<file path="src/rtl/bus_mux_pipe.sv">
// -----------------------------------------------------------------------------
// bus_mux_pipe
//
// Registered shared-bus multiplexer. Each cycle the lowest-indexed requesting
// source wins the bus. Its data and index are captured into the output
// registers, so the latency from input to output is exactly one cycle. Cycles
// with more than one requester are flagged as conflicts and counted.
//
// Parameters
//   WIDTH     : width of each source and of the bus
//   NSRC      : number of sources (2..32)
//   SELW      : width of the encoded select index (2**SELW >= NSRC)
//   HOLD_MODE : 1 = bus keeps its last value when idle, 0 = bus clears to zero
//
// Ports
//   clock           in   single clock, rising edge
//   clear_n         in   synchronous active-low reset, overrides all inputs
//   src_data        in   NSRC*WIDTH flattened sources, source i at [i*WIDTH +: WIDTH]
//   src_drive       in   NSRC drive requests, bit i = source i wants the bus
//   cnt_clear       in   zeroes conflict_cnt and conflict_sticky at next edge
//   bus_out         out  registered bus value
//   bus_valid       out  a source drove bus_out in the previous cycle
//   sel_idx         out  index of the source that last drove the bus
//   conflict        out  one-cycle flag, >1 request seen in the previous cycle
//   conflict_sticky out  set by any conflict, cleared by cnt_clear or reset
//   conflict_cnt    out  saturating 8-bit count of conflict cycles
// -----------------------------------------------------------------------------
module bus_mux_pipe #(
    parameter int WIDTH     = 32,
    parameter int NSRC      = 24,
    parameter int SELW      = 5,
    parameter int HOLD_MODE = 1
) (
    input  logic                  clock,
    input  logic                  clear_n,
    input  logic [NSRC*WIDTH-1:0] src_data,
    input  logic [NSRC-1:0]       src_drive,
    input  logic                  cnt_clear,
    output logic [WIDTH-1:0]      bus_out,
    output logic                  bus_valid,
    output logic [SELW-1:0]       sel_idx,
    output logic                  conflict,
    output logic                  conflict_sticky,
    output logic [7:0]            conflict_cnt
);

    // Unpacked view of the flattened source bus.
    logic [WIDTH-1:0] src_arr [NSRC];

    genvar gi;
    generate
        for (gi = 0; gi < NSRC; gi++) begin : g_unpack
            assign src_arr[gi] = src_data[gi*WIDTH +: WIDTH];
        end
    endgenerate

    // Winner selection.
    logic [SELW-1:0]  win_idx;
    logic [WIDTH-1:0] win_data;
    logic             any_drive;
    logic             multi_drive;

    // Scanning from the top index down lets the lowest set bit overwrite the
    // others, giving lowest-index priority without a separate encoder. Only
    // indices that exist are scanned, so win_idx never exceeds NSRC-1.
    always_comb begin
        win_idx  = '0;
        win_data = '0;
        for (int i = NSRC - 1; i >= 0; i--) begin
            if (src_drive[i]) begin
                win_idx  = SELW'(i);
                win_data = src_arr[i];
            end
        end
    end

    assign any_drive = |src_drive;

    // Clearing the lowest set bit leaves something behind only when at least
    // two bits were set.
    assign multi_drive = |(src_drive & (src_drive - {{(NSRC-1){1'b0}}, 1'b1}));

    // Output registers.
    logic [WIDTH-1:0] bus_q,      bus_d;
    logic             valid_q,    valid_d;
    logic [SELW-1:0]  sel_q,      sel_d;
    logic             conflict_q, conflict_d;
    logic             sticky_q,   sticky_d;
    logic [7:0]       cnt_q,      cnt_d;

    always_comb begin
        bus_d      = bus_q;
        sel_d      = sel_q;
        valid_d    = any_drive;
        conflict_d = multi_drive;
        sticky_d   = sticky_q;
        cnt_d      = cnt_q;

        if (any_drive) begin
            bus_d = win_data;
            sel_d = win_idx;
        end else if (HOLD_MODE == 0) begin
            bus_d = '0;
        end

        // A clear on the same edge as a conflict wins over the count and the
        // sticky flag; the conflict pulse itself is unaffected.
        if (cnt_clear) begin
            sticky_d = 1'b0;
            cnt_d    = '0;
        end else if (multi_drive) begin
            sticky_d = 1'b1;
            if (cnt_q != 8'hFF) begin
                cnt_d = cnt_q + 8'd1;
            end
        end
    end

    always_ff @(posedge clock) begin
        if (!clear_n) begin
            bus_q      <= '0;
            valid_q    <= 1'b0;
            sel_q      <= '0;
            conflict_q <= 1'b0;
            sticky_q   <= 1'b0;
            cnt_q      <= '0;
        end else begin
            bus_q      <= bus_d;
            valid_q    <= valid_d;
            sel_q      <= sel_d;
            conflict_q <= conflict_d;
            sticky_q   <= sticky_d;
            cnt_q      <= cnt_d;
        end
    end

    assign bus_out         = bus_q;
    assign bus_valid       = valid_q;
    assign sel_idx         = sel_q;
    assign conflict        = conflict_q;
    assign conflict_sticky = sticky_q;
    assign conflict_cnt    = cnt_q;

endmodule

</file>
<file path="config.mk">
export PLATFORM = sky130hd
export DESIGN_NAME = bus_mux_pipe
export DESIGN_NICKNAME = d
export VERILOG_FILES = /design/src/rtl/bus_mux_pipe.sv
export SDC_FILE = /design/constraint.sdc
export NUM_CORES = 1
export LEC_CHECK = 0
export CAP_MARGIN = 40
export CELL_PAD_IN_SITES_DETAIL_PLACEMENT = 2
export CELL_PAD_IN_SITES_GLOBAL_PLACEMENT = 2
export CORE_AREA = 4 4 324 326
export CTS_CLUSTER_DIAMETER = 150
export DETAILED_ROUTE_END_ITERATION = 8
export DIE_AREA = 0 0 328 330
export PLACE_DENSITY_LB_ADDON = 0.1
export SLEW_MARGIN = 0
export SYNTH_ARGS = -nofsm -noshare
export SYNTH_HDL_FRONTEND = slang
export SYNTH_SLANG_ARGS = --single-unit
</file>
<file path="constraint.sdc">
create_clock -name clock -period 3.3 [get_ports clock]
set_input_delay 0.825 -clock clock [delete_from_list [all_inputs] [get_ports clock]]
set_output_delay 0.825 -clock clock [all_outputs]
set_load 0.03 [all_outputs]
</file>
* Word-level counts from Yosys, hierarchy flattened *
Cells that the tools add are included.

word-level totals
  register bits after elaboration = 48
  output and inout bits = 48

cells by class
  add/sub/neg operators = 2
  equal/unequal tests = 1
  multiplexer cells = 48
  bitwise logic cells = 2
  reductions and logical operators = 4

operators by type and width
  operator                 count
  $mux W32                 24
  $mux W5                  24
  $reduce_or A24 Y1        2
  $and A24 B24 Y24         1
  $sub A24 B1 Y24 const B  1
  $add A8 B1 Y8 const B    1
  $ne A8 B8 Y1 const B     1
  $reduce_and A2 Y1        1
  $reduce_or A2 Y1         1
  $not A1 Y1               1

* Longest topological paths before layout *
  word-level depth = 24
  mapped depth = 9
  gate-level depth less buffers = 7

* Worst setup path before layout *
No wires, ideal clock.

  path type = input port to flip-flop
  start point = input port src_drive[3]
  end point = register cnt_q[1] (netlist: conflict_cnt[1])
  library setup time = 87 ps
  arrival time = 2806 ps
  data required time = 3213 ps
  setup slack = 407 ps
  stages on the path = 8
  path buffers = 1
  cells stage by stage = or4_4 > or3_4 > o41ai_2 > nor2_1 > nor4_4 > buf_6 > o211ai_1 > o31ai_1

on the way
  cells in the longest elaborated chain, start to end = 4

ends and longest elaborated chain
  item                                    RTL line  RTL
  start: declaration                      37        input logic [NSRC-1:0] src_drive,
  $sub A24 B1 Y24                         81        assign multi_drive = |(src_drive & (src_drive - {{(NSRC-1){1'b0}}, 1'b1}));
  $and A24 B24 Y24 (*)                    81
  $reduce_or A24 Y1 (*)                   81
  $reduce_and A2 Y1 (no source line) (*)  --
  end signal: assignment                  133       cnt_q <= cnt_d;
  end: declaration                        89        logic [7:0] cnt_q, cnt_d;

Every way passes the cells marked *; elsewhere a longest branch is shown, timed or not.
A chain may end at the register's enable or synchronous reset.

* Final worst setup path *
  start point = input port src_drive[20]
  end point = register bus_q[10] (netlist: bus_out[10])

on the way
  cells in the longest elaborated chain, start to end = 21

ends and longest elaborated chain
  item                     RTL line  RTL
  $mux W32 (21 in series)  70        if (src_drive[i]) begin
  end signal: assignment   128       bus_q <= bus_d;
  end: declaration         84        logic [WIDTH-1:0] bus_q, bus_d;

Several ways; a longest one is shown, not always the timed one.

==> results by group <==
Run status
  – Result of the run: finished clean

Route
  – DRC marker count from the first detailed-route iteration: 696
  – DR pass1 iterations: 5
  – Count of unresolved DRC violations after routing: 0
  – Average wire length per cell after detail routing: a little over 30 um
  – Drt total wl: 104000 um
  – Total vias in the final route: 14500
  – Routed vias/inst: 4.33
  – Antenna-violating nets left: 0

Floorplan
  – Die Ht: 330 um
  – Number of standard-cell rows in the floorplan: 117
  – Effective utilization at floorplan: 8.09%
  – # IOs: 843
  – Die footprint: around 110000 um2
  – Die width: 328 um
  – Core ar.: 102000 um2

Pwr
  – Switching power: around 1.5 mW
  – Sequential share of power: around 18%
  – Worst vdd rail ir drop: 0.000198 V
  – Total internal power: 2.21 mW
  – Share of power burned in the clock network: 18.0%
  – Power consumption: 3.67 mW
  – Share of total power in combinational logic: 64.4%
  – Cell leakage power: 6.31 nW
  – Proportion of total power due to net switching: 39.7%
  – Pwr per Cell Area: 188 nW/um2

Logic synthesis
  – Cell area after synthesis: roughly 8000 um2
  – Gate Count Post-Synth: 1131
  – Fraction of post-synthesis cell area in the top cell type by area: 23.9%
  – Fraction of the yosys area taken by sequential cells: 11.7%
  – Total of flip-flops plus latches after synthesis: 48
  – Syn_nets: 1927
  – Post-synth top flop: sky130_fd_sc_hd__dfxtp_1
  – Share of async-settable or async-resettable flops after synthesis: 0%
  – Number of enable-type register cells in the synthesized netlist: 0
  – Most area-hungry cell type in the Yosys netlist: sky130_fd_sc_hd__a221oi_1
  – Syn_area_per_cell: 7.28 um2
  – Cell types with the largest area share after synthesis: sky130_fd_sc_hd__a221oi_1, sky130_fd_sc_hd__o221ai_1, sky130_fd_sc_hd__dfxtp_1
  – Synth cell types: 51
  – Yosys warning total: 0

CTS
  – Root buffer selected by CTS: sky130_fd_sc_hd__clkbuf_16
  – Clk sinks: 48
  – Hold buffer count at cts: 0
  – Post-CTS setup repair buffer count: 0
  – CTS max path bufs: 2
  – Clock-pin slew on the worst setup and hold paths: 0.09 ns
  – CTS tree: built
  – Number of buffers created by CTS: 5
  – Clock H-tree levels: 2
  – Clock insertion delay at the later pin of the skew report: 0.34 ns

Cells and area
  – Number of nets in the finished design: 2753
  – Non-Filler Cell Area, Final: 19500 um2
  – Filler cell count: 11800
  – Share of post-route cells with drive strength above 1: between 10% and 20%
  – Most common cell after layout, fill and taps aside: sky130_fd_sc_hd__clkdlybuf4s50_1
  – Area grow syn2layout: 137%
  – Top library cells by usage in the layout, fill and taps aside: sky130_fd_sc_hd__clkdlybuf4s50_1, sky130_fd_sc_hd__a221oi_1, sky130_fd_sc_hd__o221ai_1
  – Non-filler instance count after layout: 3339
  – Fin util: roughly a fifth

Timing
  – Final Hold Slack: 0.468 ns
  – Crit path time final: ~3.3 ns
  – Share of the clock period used by the worst path after layout: 99.2%
  – Fmax: 0.306 GHz
  – Clock skew after layout: ~0.0034 ns
  – Unrepaired setup endpoints after global routing: true
  – Slew at the pin closest to its max-slew limit: 0.697 ns
  – Setup violation total in the final timing report: 0
  – Relative slew margins: 52.3%
  – Final Max Tran Viols: 0
  – Post-route worst setup slack: between 0.02 and 0.03 ns
  – Summed negative setup slack over all endpoints: 0 ns
  – Hold Vio Cnt, Final: 0

Global route
  – First-pass GRT wire length: around 140000 um
  – Total global routing track utilization: 18.2%
  – Number of antenna violations at the first check in global routing: 31
  – Largest net degree at the start of global routing: between 60 and 70
  – Total gr overflow: 0
  – Number of global-route vias before repair: roughly 16000

Critical path
  – Slowest cell on the critical path: sky130_fd_sc_hd__clkdlybuf4s50_1
  – Worst Path Arrival: 3.55 ns
  – CP Max Fanout: 20
  – Startpoint-to-endpoint class of the critical path: in2reg
  – CP Data Required Time: 3.58 ns
  – Biggest cell delay along the critical path: ~0.4 ns
  – Cell family with the largest share of critical-path delay: compound AO/OA/AOI/OAI gates
  – Critical path depth in cells: 9
  – Nature of the critical path endpoint: flop
  – Count of cells along the worst register-to-register path: 6
  – Sort of element at the start of the critical path: input pin
  – Buffer and inverter count on the worst path: 2
  – Critical Path, Cell by Cell: clkdlybuf4s50_1, or2_2, buf_12, a221oi_1, o221ai_1, a221oi_1, o221ai_1, a211o_1, o211ai_1

Place
  – GPL Wtd Cong: approximately 0.79
  – DP Worst Slack: -0.472 ns
  – Final HPWL from detailed placement: around 87000 um
  – Area of placed instances: roughly 19000 um2
  – Count of placed standard cells including taps: 3318
  – Port Buf Inserts: 842

Worst hold path
  – Number of stages on the worst hold path: 2
  – Min-delay worst type: reg2reg

Flow run
  – Max-Cap Viols: 0
-- area by class of cell --
| cell class | instances | area, um2 | share of cell area (%) |
|---|---|---|---|
| timing repair buffer | 982 | 9740 | 49.9 |
| multi-input combinational | 844 | 6640 | 34.0 |
| tap | 1368 | 1710 | 8.77 |
| sequential | 48 | 961 | 4.92 |
| inverter | 76 | 285 | 1.46 |
| clock buffer | 6 | 139 | 0.711 |
| antenna | 13 | 32.5 | 0.167 |
| clock inverter | 2 | 15.0 | 0.0769 |
-- synthesized netlist by cell type, types with 2 or more instances --
cell type                    n
sky130_fd_sc_hd__nor4_2      2
sky130_fd_sc_hd__o32ai_1     2
sky130_fd_sc_hd__a21oi_1    76
sky130_fd_sc_hd__nand3_1     6
sky130_fd_sc_hd__buf_1       6
sky130_fd_sc_hd__or4_1       2
sky130_fd_sc_hd__clkbuf_1  156
sky130_fd_sc_hd__o21a_1     32
sky130_fd_sc_hd__o31ai_1     6
sky130_fd_sc_hd__nand4_1     6
sky130_fd_sc_hd__and3_1      2
sky130_fd_sc_hd__o21ai_0    41
sky130_fd_sc_hd__or3_1       3
sky130_fd_sc_hd__o221ai_1  128
sky130_fd_sc_hd__nor3_1     39
sky130_fd_sc_hd__or3_2       4
sky130_fd_sc_hd__o21ai_1     2
sky130_fd_sc_hd__nor2b_1     7
sky130_fd_sc_hd__or2_2       4
sky130_fd_sc_hd__inv_1      74
sky130_fd_sc_hd__a211oi_1    3
sky130_fd_sc_hd__a221o_1    64
sky130_fd_sc_hd__a221oi_1  225
sky130_fd_sc_hd__a211o_1    32
sky130_fd_sc_hd__nand2_1    12
sky130_fd_sc_hd__o211ai_1   33
sky130_fd_sc_hd__o21ai_2     4
sky130_fd_sc_hd__nand3b_1   33
sky130_fd_sc_hd__o41ai_1     2
sky130_fd_sc_hd__o31a_1      2
sky130_fd_sc_hd__nor4_1      5
sky130_fd_sc_hd__dfxtp_1    48
sky130_fd_sc_hd__nor2_1     50
sky130_fd_sc_hd__inv_2       2
sky130_fd_sc_hd__and2_1      2
-- worst register-to-register path: cells and delay by family, from the launching register on --
family             cells  cell delay (ns)
DFF                    1             0.36
and+or+nand+nor        5             1.20
AOI/OAI and AO/OA      1             0.15
-- power by group through the flow --
stage	clock, mW	sequential (mW)	combinational (mW)
floorplan	0	0.733	0.601
global placement	0	0.659	2.36
detailed placement	0	0.660	2.38
CTS	0.709	0.647	2.39
global route	0.711	0.651	2.52
finish	0.661	0.645	2.36
-- state kept, by name, summed over array words and instances (netlist names) --
| register | count |
|---|---|
| conflict_sticky | 1 |
| bus_valid | 1 |
| sel_idx | 5 |
| conflict_cnt | 8 |
| conflict | 1 |
| bus_out | 32 |
-- worst paths after layout --
kind / startpoint / to / slack [ns]
max: src_drive[20] / bus_out[10] / 0.03
min: conflict_sticky / conflict_sticky / 0.47
min reg2reg: conflict_sticky / conflict_sticky / 0.47
max reg2reg: conflict_cnt[5] / conflict_cnt[5] / 1.52
-- routing by layer --
layer / GRT usage, % / share of wire, % / vias to the layer above
met3: 4.65 / 6.5 / 44
met2: 34.0 / 52 / 520
li1: - / - / 6558
met1: 21.2 / 40 / 7317
met4: 2.55 / 0.86 / 18
met5: 0 / 0.12 / -
-- what timing repair did --
item | 4_1_cts | 5_1_grt
gates resized for setup | 6 | 20
endpoints found under the setup margin | 6 | 26
pin swaps | 0 | 4
-- kinds of logic (layout without fill, tap and decap cells) --
family / Yosys count / count (layout) / share of synthesized area, %
AOI/OAI and AO/OA: 660 / 660 / 64.7
adders and majority gates: 2 / 2 / 0.273
buffers and inverters: 239 / 1066 / 11.0
DFF: 48 / 48 / 11.7
other: 0 / 13 / 0
and+or+nand+nor: 182 / 182 / 12.3
No activity file was read; power rests on OpenSTA's default activity.
